### src/rtl/muldiv_iter.sv
// Iterative RV32M multiply/divide unit: one radix-2 shift-add or restoring
// shift-subtract step per clock, with sign fix-up and a start/busy/done handshake.
module muldiv_iter #(
  parameter int WIDTH = 32
) (
  input  logic             clk,
  input  logic             rst_n,
  input  logic             start,
  input  logic [WIDTH-1:0] A,
  input  logic [WIDTH-1:0] B,
  input  logic [2:0]       funct3,
  output logic             busy,
  output logic             done,
  output logic [WIDTH-1:0] Result
);

  localparam int CW = (WIDTH > 1) ? $clog2(WIDTH) : 1;

  localparam logic [1:0] S_IDLE = 2'd0;
  localparam logic [1:0] S_RUN  = 2'd1;
  localparam logic [1:0] S_FIX  = 2'd2;
  localparam logic [1:0] S_DONE = 2'd3;

  logic [1:0]       r_state;
  logic [CW-1:0]    r_cnt;
  logic [2:0]       r_f3;
  logic [WIDTH-1:0] r_hi;
  logic [WIDTH-1:0] r_lo;
  logic [WIDTH-1:0] r_opb;
  logic             r_neg_p;
  logic             r_neg_q;
  logic             r_neg_r;

  logic             w_accept;
  logic             w_sa;
  logic             w_sb;
  logic [WIDTH-1:0] w_amag;
  logic [WIDTH-1:0] w_bmag;
  logic [WIDTH-1:0] w_addend;
  logic [WIDTH:0]   w_sum;
  logic [WIDTH:0]   w_trial;
  logic [2*WIDTH-1:0] w_prod;
  logic [2*WIDTH-1:0] w_prod_fix;
  logic [WIDTH-1:0] w_quo;
  logic [WIDTH-1:0] w_rem;
  logic [WIDTH-1:0] w_fix_res;

  assign busy     = (r_state != S_IDLE);
  assign done     = (r_state == S_DONE);
  assign w_accept = start && ((r_state == S_IDLE) || (r_state == S_DONE));

  // rs1 is signed for MULH, MULHSU, DIV, REM; rs2 only for MULH, DIV, REM
  assign w_sa   = A[WIDTH-1] && ((funct3 == 3'b001) || (funct3 == 3'b010) ||
                                 (funct3 == 3'b100) || (funct3 == 3'b110));
  assign w_sb   = B[WIDTH-1] && ((funct3 == 3'b001) || (funct3 == 3'b100) ||
                                 (funct3 == 3'b110));
  assign w_amag = w_sa ? (~A + WIDTH'(1)) : A;
  assign w_bmag = w_sb ? (~B + WIDTH'(1)) : B;

  assign w_addend = r_lo[0] ? r_opb : '0;
  assign w_sum    = {1'b0, r_hi} + {1'b0, w_addend};
  assign w_trial  = {r_hi, r_lo[WIDTH-1]} - {1'b0, r_opb};

  assign w_prod     = {r_hi, r_lo};
  assign w_prod_fix = r_neg_p ? (~w_prod + (2*WIDTH)'(1)) : w_prod;
  assign w_quo      = r_neg_q ? (~r_lo + WIDTH'(1)) : r_lo;
  assign w_rem      = r_neg_r ? (~r_hi + WIDTH'(1)) : r_hi;

  always_comb begin
    w_fix_res = '0;
    case (r_f3)
      3'b000:                 w_fix_res = w_prod_fix[WIDTH-1:0];
      3'b001, 3'b010, 3'b011: w_fix_res = w_prod_fix[2*WIDTH-1:WIDTH];
      3'b100, 3'b101:         w_fix_res = w_quo;
      default:                w_fix_res = w_rem;
    endcase
  end

  always_ff @(posedge clk or negedge rst_n) begin
    if (!rst_n) begin
      r_state <= S_IDLE;
      r_cnt   <= '0;
      r_f3    <= '0;
      r_hi    <= '0;
      r_lo    <= '0;
      r_opb   <= '0;
      r_neg_p <= 1'b0;
      r_neg_q <= 1'b0;
      r_neg_r <= 1'b0;
      Result  <= '0;
    end else begin
      case (r_state)
        S_RUN: begin
          if (r_f3[2]) begin
            // Restoring divide: keep the difference only when it did not borrow
            if (!w_trial[WIDTH]) begin
              r_hi <= w_trial[WIDTH-1:0];
              r_lo <= {r_lo[WIDTH-2:0], 1'b1};
            end else begin
              r_hi <= {r_hi[WIDTH-2:0], r_lo[WIDTH-1]};
              r_lo <= {r_lo[WIDTH-2:0], 1'b0};
            end
          end else begin
            r_hi <= w_sum[WIDTH:1];
            r_lo <= {w_sum[0], r_lo[WIDTH-1:1]};
          end
          r_cnt <= r_cnt + CW'(1);
          if (r_cnt == CW'(WIDTH - 1)) begin
            r_state <= S_FIX;
          end
        end
        S_FIX: begin
          Result  <= w_fix_res;
          r_state <= S_DONE;
        end
        default: begin
          if (w_accept) begin
            r_f3    <= funct3;
            r_cnt   <= '0;
            r_hi    <= '0;
            r_lo    <= funct3[2] ? w_amag : w_bmag;
            r_opb   <= funct3[2] ? w_bmag : w_amag;
            r_neg_p <= w_sa ^ w_sb;
            // Divide by zero keeps the all-ones quotient regardless of signs
            r_neg_q <= (w_sa ^ w_sb) && (B != '0);
            r_neg_r <= w_sa;
            r_state <= S_RUN;
          end else begin
            r_state <= S_IDLE;
          end
        end
      endcase
    end
  end

endmodule

### config.mk
export PLATFORM = sky130hd
export DESIGN_NAME = muldiv_iter
export DESIGN_NICKNAME = d
export VERILOG_FILES = /design/src/rtl/muldiv_iter.sv
export SDC_FILE = /design/constraint.sdc
export NUM_CORES = 1
export LEC_CHECK = 0
export ABC_CLOCK_PERIOD_IN_PS = 3860
export CORE_ASPECT_RATIO = 1.75
export CORE_MARGIN = 4
export CORE_UTILIZATION = 35
export DETAILED_ROUTE_END_ITERATION = 12
export SLEW_MARGIN = 20
export SYNTH_ARGS = -nofsm -noshare
export SYNTH_HDL_FRONTEND = slang
export SYNTH_SLANG_ARGS = --single-unit
export TNS_END_PERCENT = 30
### constraint.sdc
create_clock -name clk -period 3.86 [get_ports clk]
set_clock_uncertainty 0.2 [all_clocks]
set_input_delay 0.579 -clock clk [delete_from_list [all_inputs] [get_ports clk]]
set_output_delay 0.579 -clock clk [all_outputs]
set_load 0.005 [all_outputs]
==> impl_metrics.json <==
{
  "status": "completed",
  "start_util_pct": 35.4,
  "clock_path_buffers": 2,
  "via_per_inst": 5.79,
  "clock-sinks": 141,
  "rsz0062_at_grt": "yes",
  "power.density_nw_per_um2": 904,
  "grt_pass1_wl_microns": 93400,
  "worstPathRequired_ns": 3.95,
  "min_period_ns": 3.85,
  "synth.avg_cell_area_sq_um": 7.46,
  "gp_congestion": 1.04,
  "grt_pass1_vias": 15900,
  "io_buffers": 103,
  "synth_async_sr_flop_share_pct": 100,
  "fin_hold_ws_ns": 0.280,
  "critPathMaxStageDelay_ns": 0.43,
  "drt_iter0_drc": 1113,
  "seqCellArea_sq_um": 3530,
  "dp_cells": 2724,
  "setup_violations": 0,
  "clock.fmax_mhz": 260,
  "die_area_sq_um": 45700,
  "antenna_cells": 0,
  "antenna_left": 0,
  "yosysUniqueCellTypes": 75,
  "drc": 0,
  "crit_top_cell": "buf_4",
  "hold_path_class": "flip-flop to flip-flop",
  "final_cell_area_sq_um": 18600,
  "dpl.hpwl_microns": 50400,
  "cts_root_buf": "clkbuf_16",
  "ys_seq_area_share_pct": 23.9,
  "cp_max_fo": 5,
  "synthCells": 1980,
  "drtPass1Iterations": 5,
  "nFillCells": 4275,
  "antenna_found_initial": 0,
  "cp_slowest_cell": "a211oi_4",
  "path_clk_slew_ns": 0.06,
  "p_leak_nw": 7.96,
  "critPathCaptureType": "flip-flop",
  "worstSetupStartpointType": "flip-flop",
  "grtUsageTotal_pct": 26.8,
  "final-max-slew-violation-count": 0,
  "wl_per_cell_microns": 22.7,
  "tightestPinTransition_ns": 0.784,
  "grt.overflow.total": 0,
  "critPathKind": "flip-flop to flip-flop",
  "io_pins": 104,
  "placeableCoreArea_sq_um": 41700,
  "cts_tree": "built",
  "vdd.ir_drop.worst_mv": 0.420,
  "nNetsFinal": 2347,
  "synth_ff_type": "dfrtp_1",
  "die_y_microns": 280,
  "crit_path_cell_trace": "inv_1, ha_2, fa_2, nor2b_4, o31ai_2, a311o_1, a2111oi_2, buf_4, o2111ai_2, and2_4, a211oi_4, clkbuf_16, mux2i_1, buf_4, o221ai_1",
  "clk_latency_ns": 0.45,
  "ys_warn_count": 0,
  "area_growth_pct": 25.8,
  "synth_nets": 2126,
  "power_mw": 16.8,
  "relSlewSlack_pct": 47.7,
  "row_count": 99,
  "arrival_ns": 3.94,
  "num_vias": 16000,
  "cts_buffers": 17,
  "htreeDepth": 4,
  "totalWireLength_microns": 62800,
  "drv_cap": 0,
  "drive_gt1_share_pct": 16.2,
  "chipWidth_microns": 163,
  "placed_area_sq_um": 17700,
  "syn_area_sq_um": 14800,
  "fin_crit_sh_pct": 99.6,
  "grt_max_degree": 86,
  "multi_input_area_sq_um": 10600,
  "synth_seq_cells": 141,
  "hold_violations": 0,
  "synth_edf_count": 0,
  "instances_no_fill": 2766
}
## critical path, delay by kind of cell (launching register included)
kind | cells | cell delay, ns
AO/OA/AOI/OAI | 6 | 1.41
adder cells (fa/ha/maj) | 2 | 0.60
flip-flops | 1 | 0.34
multiplexers | 1 | 0.18
AND/OR/NAND/NOR | 2 | 0.34
buffers and inverters | 4 | 0.62
## through the flow
step	setup TNS, ns	utilization (%)	setup WS (ns)
after global routing	-2.13	44.5	-0.184
final	0	44.5	0.0143
after CTS	-0.0236	43.8	-0.0236
after global placement	-2.47	42.4	-0.247
after detailed placement	-3.34	42.4	-0.256
after floorplan	0	-	0.0782
## metal layers
layer | global-route usage [%] | up-vias | routed length (microns)
met5 | 0 | - | 0
met1 | 28.2 | 7651 | 22300
met2 | 46.8 | 579 | 31200
met3 | 2.93 | 205 | 2730
met4 | 23.4 | 0 | 6470
li1 | - | 7577 | -
## Yosys cell counts, types with 18 or more instances
cell type    n  area share [%]
nand2_1    234             5.9
o21ai_0    209             7.1
nor2_1     168             4.3
dfrtp_1    141              24
a21oi_1    136             4.6
clkbuf_1   129             3.3
xnor2_1    115             6.8
ha_1        74             6.3
inv_1       69             1.8
xor2_1      64             3.8
nor3_1      56             1.9
mux2i_1     48             3.3
nand3_1     40             1.4
a21o_1      38             1.9
or3_1       33             1.4
a211oi_1    32             1.6
mux2_2      32             2.4
o31ai_1     25             1.3
o211ai_1    23             1.2
a31oi_1     20            0.85
o21a_1      19            0.97
o22ai_1     19            0.80
a22oi_1     18            0.91
## sequential cells by signal, indices dropped and copies added (netlist names)
| name | flops |
|---|---|
| Result | 32 |
| r_cnt | 5 |
| r_f3 | 3 |
| r_hi | 32 |
| r_lo | 32 |
| r_neg_p | 1 |
| r_neg_q | 1 |
| r_neg_r | 1 |
| r_opb | 32 |
| r_state | 2 |
## repair_timing
action | CTS | global route
setup endpoints to repair | 29 | 36
pin swaps | 2 | 17
cloned | 0 | 3
hold buffers | 1 | 0
buffers inserted | 0 | 10
gates resized for setup | 14 | 42
endpoints found under the hold margin | 48 | 0
## cell families (layout without fill, tap and decap cells)
logic type                 after synthesis  after routing  synth area share (%)
buffers and inverters                  215            446                  5.55
muxes                                   80             80                  5.69
adders and majority gates               76             76                  6.54
and+or+nand+nor                        651            651                  20.5
xor gates and xnor gates               179            179                  10.6
DFF                                    141            141                  23.9
AOI/OAI and AO/OA                      638            638                  27.3
## final timing paths
kind                                           start                    end  slack [ns]  cells after the start
max in group asynchronous                      rst_n    r_lo[0]$_DFFE_PN0P_        2.18                      3
worst min-delay path            r_cnt[4]$_DFFE_PN0P_   r_cnt[4]$_DFFE_PN0P_        0.28                      2
worst min register to register  r_cnt[4]$_DFFE_PN0P_   r_cnt[4]$_DFFE_PN0P_        0.28                      2
min in group asynchronous                      rst_n  Result[9]$_DFFE_PN0P_        0.46                      2
worst max register to register  r_lo[31]$_DFFE_PN0P_   r_hi[27]$_DFFE_PN0P_        0.01                     15
worst max-delay path            r_lo[31]$_DFFE_PN0P_   r_hi[27]$_DFFE_PN0P_        0.01                     15
## cell type report
cell class,instances,area share (%)
clock buffers,18,2.31
repair buffers,345,15.9
repair inverters,1,0.0404
flip-flops and latches,141,19.0
clock inverters,11,0.667
well taps,555,3.74
inverters,71,1.45
multi-input cells,1624,56.8
## report_power, final
group	switching [mW]	leakage (nW)	internal, mW
clock network	0.707	0.263	0.938
logic	7.23	5.93	5.18
registers	0.592	1.76	2.15
## cells in the final DEF, fill, tap and decap left out, types with 23 or more instances in the layout
master	count
or3_1	33
nand2_1	234
o211ai_1	23
o31ai_1	24
dfrtp_1	139
mux2_2	32
inv_1	68
a211oi_1	31
mux2i_1	45
nor2_1	168
ha_1	71
clkdlybuf4s50_1	101
nor3_1	56
buf_4	229
a21o_1	38
nand3_1	40
a21oi_1	134
o21ai_0	193
xor2_1	63
xnor2_1	115
No activity file was read; power rests on OpenSTA's default activity.
